<file path="config.mk">
export PLATFORM = sky130hd
export DESIGN_NAME = csa_share_sched
export DESIGN_NICKNAME = d
export VERILOG_FILES = /design/src/rtl/csa_share_sched.sv
export SDC_FILE = /design/constraint.sdc
export NUM_CORES = 1
export LEC_CHECK = 0
export BUFFER_PORTS_ARGS = -buffer_cell sky130_fd_sc_hd__buf_4
export CORE_MARGIN = 4
export CORE_UTILIZATION = 40
export CTS_BUF_LIST = sky130_fd_sc_hd__clkbuf_8 sky130_fd_sc_hd__clkbuf_16
export DETAILED_ROUTE_END_ITERATION = 6
export GPL_TIMING_DRIVEN = 0
export HOLD_SLACK_MARGIN = 0.15
export SYNTH_ARGS = -nofsm -noshare
export SYNTH_HDL_FRONTEND = slang
export SYNTH_SLANG_ARGS = --single-unit
</file>
<file path="constraint.sdc">
create_clock -name clk -period 3.45 [get_ports clk]
set_clock_uncertainty 0.15 [all_clocks]
set_input_delay 0.8625 -clock clk [delete_from_list [all_inputs] [get_ports clk]]
set_output_delay 0.8625 -clock clk [all_outputs]
set_load 0.1 [all_outputs]
</file>
<file path="src/rtl/csa_share_sched.sv">
// Nibble-serial add/sub engine: one 4-bit carry-select slice shared by two
// requesters under round-robin arbitration, with a registered inter-nibble carry.

module csa4 (
  input  logic [3:0] a,
  input  logic [3:0] b,
  input  logic       cin,
  output logic [3:0] s,
  output logic       cout
);
  logic [4:0] sum0;
  logic [4:0] sum1;

  // Both carry-in cases are computed up front; cin only picks one.
  assign sum0 = {1'b0, a} + {1'b0, b};
  assign sum1 = {1'b0, a} + {1'b0, b} + 5'd1;
  assign s    = cin ? sum1[3:0] : sum0[3:0];
  assign cout = cin ? sum1[4]   : sum0[4];
endmodule

module csa_share_sched #(
  parameter int WIDTH = 16
) (
  input  logic             clk,
  input  logic             rst_n,
  input  logic             req0_valid,
  output logic             req0_ready,
  input  logic [WIDTH-1:0] req0_a,
  input  logic [WIDTH-1:0] req0_b,
  input  logic             req0_sub,
  input  logic             req1_valid,
  output logic             req1_ready,
  input  logic [WIDTH-1:0] req1_a,
  input  logic [WIDTH-1:0] req1_b,
  input  logic             req1_sub,
  output logic             res_valid,
  input  logic             res_ready,
  output logic [WIDTH-1:0] res_sum,
  output logic             res_cout,
  output logic             res_ovf,
  output logic             res_id,
  output logic             busy,
  output logic [1:0]       fsm_state
);
  // Handshake: a requester transfers on a rising edge where its valid and
  // ready are both high; ready only ever rises in IDLE for the granted side.
  // The result transfers on an edge where res_valid and res_ready are high.

  localparam int NIB  = WIDTH / 4;
  localparam int IDXW = (NIB > 1) ? $clog2(NIB) : 1;

  typedef enum logic [1:0] {
    IDLE = 2'd0,
    RUN  = 2'd1,
    DONE = 2'd2
  } state_t;

  state_t            state;
  state_t            state_nxt;
  logic [WIDTH-1:0]  a_q;
  logic [WIDTH-1:0]  b_q;
  logic [WIDTH-1:0]  sum_q;
  logic              carry_q;
  logic              id_q;
  logic              ovf_q;
  logic              prio_q;
  logic [IDXW-1:0]   idx_q;

  logic              grant;
  logic              accept;
  logic              last_nib;
  logic [3:0]        a_nib;
  logic [3:0]        b_nib;
  logic [3:0]        s_nib;
  logic              c_nib;
  logic [WIDTH-1:0]  sel_a;
  logic [WIDTH-1:0]  sel_b;
  logic              sel_sub;

  assign last_nib = (idx_q == IDXW'(NIB - 1));

  // State register
  always_ff @(posedge clk or negedge rst_n) begin
    if (!rst_n) begin
      state <= IDLE;
    end else begin
      state <= state_nxt;
    end
  end

  // Next-state logic
  always_comb begin
    state_nxt = state;
    case (state)
      IDLE:    if (accept)    state_nxt = RUN;
      RUN:     if (last_nib)  state_nxt = DONE;
      DONE:    if (res_ready) state_nxt = IDLE;
      default:                state_nxt = IDLE;
    endcase
  end

  // Output logic: arbitration and status flags
  always_comb begin
    grant      = 1'b0;
    accept     = 1'b0;
    req0_ready = 1'b0;
    req1_ready = 1'b0;
    busy       = 1'b0;
    res_valid  = 1'b0;
    case (state)
      IDLE: begin
        grant      = (req0_valid && req1_valid) ? prio_q : req1_valid;
        accept     = req0_valid || req1_valid;
        req0_ready = accept && !grant;
        req1_ready = accept && grant;
      end
      RUN: begin
        busy = 1'b1;
      end
      DONE: begin
        busy      = 1'b1;
        res_valid = 1'b1;
      end
      default: begin
        busy = 1'b0;
      end
    endcase
  end

  assign fsm_state = state;

  // Operand selection for the granted requester
  always_comb begin
    sel_a   = grant ? req1_a   : req0_a;
    sel_b   = grant ? req1_b   : req0_b;
    sel_sub = grant ? req1_sub : req0_sub;
  end

  // Current nibble of each latched operand
  always_comb begin
    a_nib = 4'd0;
    b_nib = 4'd0;
    for (int i = 0; i < NIB; i++) begin
      if (idx_q == IDXW'(i)) begin
        a_nib = a_q[4*i +: 4];
        b_nib = b_q[4*i +: 4];
      end
    end
  end

  csa4 u_slice (
    .a    (a_nib),
    .b    (b_nib),
    .cin  (carry_q),
    .s    (s_nib),
    .cout (c_nib)
  );

  // Datapath: operand latch, nibble write-back, carry chain, RR pointer
  always_ff @(posedge clk or negedge rst_n) begin
    if (!rst_n) begin
      a_q     <= '0;
      b_q     <= '0;
      sum_q   <= '0;
      carry_q <= 1'b0;
      id_q    <= 1'b0;
      ovf_q   <= 1'b0;
      prio_q  <= 1'b0;
      idx_q   <= '0;
    end else begin
      case (state)
        IDLE: begin
          if (accept) begin
            a_q     <= sel_a;
            b_q     <= sel_sub ? ~sel_b : sel_b;
            carry_q <= sel_sub;
            id_q    <= grant;
            ovf_q   <= 1'b0;
            idx_q   <= '0;
          end
        end
        RUN: begin
          for (int i = 0; i < NIB; i++) begin
            if (idx_q == IDXW'(i)) begin
              sum_q[4*i +: 4] <= s_nib;
            end
          end
          carry_q <= c_nib;
          idx_q   <= idx_q + IDXW'(1);
          // Signed overflow is judged on the top nibble as it is produced.
          if (last_nib) begin
            ovf_q <= (a_q[WIDTH-1] == b_q[WIDTH-1]) && (s_nib[3] != a_q[WIDTH-1]);
          end
        end
        DONE: begin
          if (res_ready) begin
            prio_q <= ~id_q;
          end
        end
        default: begin
          idx_q <= '0;
        end
      endcase
    end
  end

  assign res_sum  = sum_q;
  assign res_cout = carry_q;
  assign res_ovf  = ovf_q;
  assign res_id   = id_q;

endmodule

</file>
==> Word level (Yosys, flattened, before mapping) <==
Cells that the tools add are included.
{ "op_classes": {"reduce_logical": 20, "n_addsub": 3, "mux": 32, "n_eq_ne": 10, "bitwise_logic": 3} }
{ "ops": {"columns": ["cell", "n"], "rows": [
  ["2-to-1 mux 16 bit", 3],
  ["2-to-1 mux 4 bit", 9],
  ["inverter 16 bit", 1],
  ["AND reduction 2 bit", 8],
  ["2-to-1 mux 1 bit", 12],
  ["one-hot mux 2 bit (3 select lines)", 2],
  ["2-to-1 mux 2 bit", 4],
  ["equality test 2 bit, second input constant", 3],
  ["inequality test 2 bit, second input constant", 3],
  ["AND reduction 3 bit", 2],
  ["adder 4 x 4 -> 5 bit", 1],
  ["adder 5 x 1 -> 5 bit, second input constant", 1],
  ["equality test 2 x 1 -> 1 bit, second input constant", 2],
  ["logical AND 1 bit", 4],
  ["logical NOT 2 bit", 2],
  ["one-hot mux 1 bit (2 select lines)", 2],
  ["adder 2 x 1 -> 2 bit, second input constant", 1],
  ["inverter 1 bit", 2],
  ["nonzero test 2 bit", 1],
  ["OR reduction 2 bit", 1],
  ["equality test 1 bit", 1],
  ["logical NOT 1 bit", 1],
  ["logical OR 1 bit", 1],
  ["inequality test 1 bit", 1]
]} }
{ "totals": {"input_bits": 71, "regBits": 56} }

==> Depth between registers and ports, before layout <==
{ "logic_depth": {"ltp_word": 12, "mapped_depth": 14} }

==> Hierarchy <==
Synthesis repeated with hierarchy kept, for this count alone.
{ "hier_totals": {"hier_cells": 351, "area_unflattened_um2": 3354.5} }
{ "modules_own_cells": {"columns": ["mod", "area_each_um2", "seq_area_each_um2", "cells_each", "instances"], "rows": [
  ["csa_share_sched", 3125.5, 1401.3, 327, 1],
  ["csa4", 229.0, 0.0, 24, 1]
]} }

==> Least setup slack after synthesis <==
Ideal clock, no wire load.
{ "synth_timing": {"kind": "register to output", "from": "register state[0] (netlist: fsm_state[0])", "to": "output port req1_ready", "path_stages_with_launch": 8, "t_arrival_ps": 2273, "required_ps": 2438, "slack_ps": 164, "path_cell_list": "dfrtp_1 > inv_1 > ha_1 > nand2_1 > a21oi_2 > buf_6 > buf_2 > buf_2"} }
{ "synth_between": {"elab_chain_cells": 2} }
{ "synth_rtl": {"columns": ["item", "line_no", "text"], "rows": [
  ["start: declaration", "58", "state_t state;"],
  ["start signal: assignment", "87", "state <= state_nxt;"],
  ["logical NOT 2 bit", "110", "case (state)"],
  ["2-to-1 mux 1 bit", "110", null],
  ["end: declaration", "32", "output logic req1_ready,"]
]} }
No other way between the ends.

==> Worst setup path after layout <==
Same ends and word-level chain as after synthesis.

==> impl_metrics.env <==
export IMPL_slew_viol_final=0
export IMPL_cp_data_arrival_time_ns=2.29
export IMPL_rrSetupSlack_ns=0.22
export IMPL_routed_top_layer="met4"
export IMPL_yosys_area_share_simple_pct=12.8
export IMPL_path_clk_slew_ns=0.10
export IMPL_cts_max_path_buffers=2
export IMPL_syn_nets=433
export IMPL_finalSetupTns_ns=0
export IMPL_syn_avg_cell_area_um2=9.01
export IMPL_layout_commonest_cell="buf_4"
export IMPL_core_mm2=0.00769
export IMPL_htree_num_levels=2
export IMPL_critPathKind="reg -> out"
export IMPL_wl_per_cell_um=14.1
export IMPL_vias=2789
export IMPL_endpoint_kind="primary output"
export IMPL_drc=0
export IMPL_grt_pass1_wl_mm=13.4
export IMPL_viasPerCell=4.99
export IMPL_wl_mm=7.89
export IMPL_die_h_um=96.7
export IMPL_route_met2_wl_mm=3.82
export IMPL_io_pins=96
export IMPL_layout_common_cells="buf_4 (101), nand2_1 (59), dfrtp_1 (56)"
export IMPL_grt_max_degree=57
export IMPL_ys_seq_elements=56
export IMPL_cts_hold_buf=0
export IMPL_dr_first_iter_drc_count=112
export IMPL_finalSetupViolCount=0
export IMPL_die_w_um=96.7
export IMPL_worst_path_dominant_cell_family="buffers and inverters"
export IMPL_grt_overflow_total=0
export IMPL_tritoncts="built"
export IMPL_insertedDiodeCount=0
export IMPL_ys_types=38
export IMPL_critPathSlowestCell="dfrtp_1"
export IMPL_ant_nets=0
export IMPL_start_util_pct=40.9
export IMPL_cp_cell_sequence="inv_1 -> ha_2 -> nand2_1 -> a21oi_2 -> buf_6 -> buf_2 -> buf_2 -> buf_6"
export IMPL_maxSlewHeadroom_pct=52.8
export IMPL_hold_violations=0
export IMPL_min_path_type="reg -> reg"
export IMPL_wl_met3_um=379
export IMPL_synth_area_mux_share_pct=7.88
export IMPL_rows=32
export IMPL_cp_required_ns=2.44
export IMPL_grtUsageTotal_pct=17.0
export IMPL_synth_xor_xnor_area_share_pct=6.29
export IMPL_routabilityCongestion=0.845
export IMPL_antenna_found_initial=0
export IMPL_cts_made_buffers=5
export IMPL_synthAdderAreaFrac_pct=5.41
export IMPL_synthToLayoutAreaGrowth_pct=33.0
export IMPL_cap_viol_max_count=0
export IMPL_start_kind="flop"
export IMPL_worst_pin_slew_ns=0.708
export IMPL_dr_pass1_iters=4
export IMPL_clk_latency_ns=0.31
export IMPL_die_area_mm2=0.00934
export IMPL_synth_compound_area_share_pct=18.6
export IMPL_cts_sinks=56
export IMPL_wl_met1_mm=3.58
export IMPL_ys_warn_count=0
export IMPL_ys_seq_area_share_pct=44.6
export IMPL_post_route_period_util_pct=95.8
export IMPL_nets=540
export IMPL_root_buffer="clkbuf_8"
export IMPL_rsz0062_at_grt="yes"
export IMPL_hpwl_mm=6.20
export IMPL_max_stage_delay_ns=0.41
export IMPL_drive_above_1_share_pct=30.4
export IMPL_syn_inst=349
export IMPL_syn_cell_area_mm2=0.00314
export IMPL_max_freq_mhz=303
export IMPL_grt_pass1_vias=2835
export IMPL_path_max_fanout=10
export IMPL_synth_top_family_by_area="compound AO/OA/AOI/OAI gates"
export IMPL_fin_crit_ns=3.30
export IMPL_status="finished, final reports clean"
export IMPL_crit_buf_inv=5
export IMPL_portBuffers=95
through the flow:
stage	worst slack, ns	hold WS (ns)	instance area [um^2]	instances	util (%)
after floorplan	0.164	0.305	3140	349	-
after global placement	-0.537	0.313	3990	546	51.8
after detailed placement	-0.554	0.321	3990	546	51.8
after CTS	0.0207	0.344	4110	554	53.5
after global routing	-0.00866	0.374	4180	559	54.4
final	0.146	0.336	4180	559	54.4
sequential cells by signal, indices dropped and copies added, names as in the netlist:
name,count
a_q,16
b_q,16
res_sum,16
prio_q,1
idx_q,2
res_cout,1
fsm_state,2
res_ovf,1
res_id,1
cells by family (layout without fill, tap and decap cells):
| logic type | count (synthesis) | in the layout |
|---|---|---|
| AND/OR/NAND/NOR | 101 | 101 |
| AO/OA/AOI/OAI | 106 | 106 |
| adder cells (fa/ha/maj) | 13 | 13 |
| buffers and inverters | 29 | 137 |
| XOR/XNOR | 21 | 21 |
| flip-flops | 56 | 56 |
| multiplexers | 23 | 23 |
worst min-delay path: stages, from the launching register on:
cell	delay [ns]
dfrtp_1	0.35
nand2_1	0.04
o21ai_0	0.06
per-layer routing:
metal | track usage (%) | vias to the layer above
li1 | - | 1406
met2 | 28.5 | 72
met4 | 5.18 | 0
met3 | 3.39 | 10
met5 | 0 | -
met1 | 22.3 | 1301
cell type report:
class / count / area, um^2
timing repair buffer: 101 / 762
fill: 761 / 3510
sequential: 56 / 1400
tap: 102 / 128
multi-input combinational: 264 / 1660
clock inverter: 2 / 10.0
clock buffer: 6 / 82.6
buffer: 20 / 111
inverter: 8 / 30.0
final timing paths:
path	startpoint	to	cells after the start
hold reg to reg	res_sum[8]$_DFFE_PN0P_	res_sum[8]$_DFFE_PN0P_	2
max in group asynchronous	rst_n	a_q[5]$_DFFE_PN0P_	1
setup / recovery	fsm_state[0]$_DFFE_PN0P_	req1_ready	8
min in group asynchronous	rst_n	res_sum[3]$_DFFE_PN0P_	1
hold / removal	res_sum[8]$_DFFE_PN0P_	res_sum[8]$_DFFE_PN0P_	2
setup reg to reg	idx_q[1]$_DFFE_PN0P_	res_cout$_DFFE_PN0P_	14
synth_stat cells (all sizes together):
master	instances	area, um^2
nand2	59	221
dfrtp	56	1400
o21ai	56	280
a21oi	34	174
nor2	32	120
mux2i	19	203
xnor2	19	166
clkbuf	14	52.6
ha	12	150
inv	8	30.0
a22oi	7	52.6
buf	7	58.8
mux2	4	45.0
and2	3	18.8
nand3	2	10.0
nor2b	2	12.5
o22ai	2	12.5
a211oi	1	7.51
a21o	1	7.51
a221oi	1	15.0
a31oi	1	6.26
fa	1	20.0
nand3b	1	7.51
nand4	1	6.26
nor3	1	5.00
o2111ai	1	8.76
o21bai	1	11.3
o2bb2ai	1	8.76
xnor3	1	22.5
xor2	1	8.76
repair_timing:
action                                  4_1_cts  5_1_grt
pin swaps                                     0        1
buffers inserted                              1        5
gates resized for setup                      10       16
endpoints found under the setup margin       15       16
Power is not shown: default switching activity piles up to over one toggle a cycle in this logic, so the estimate is an artifact.
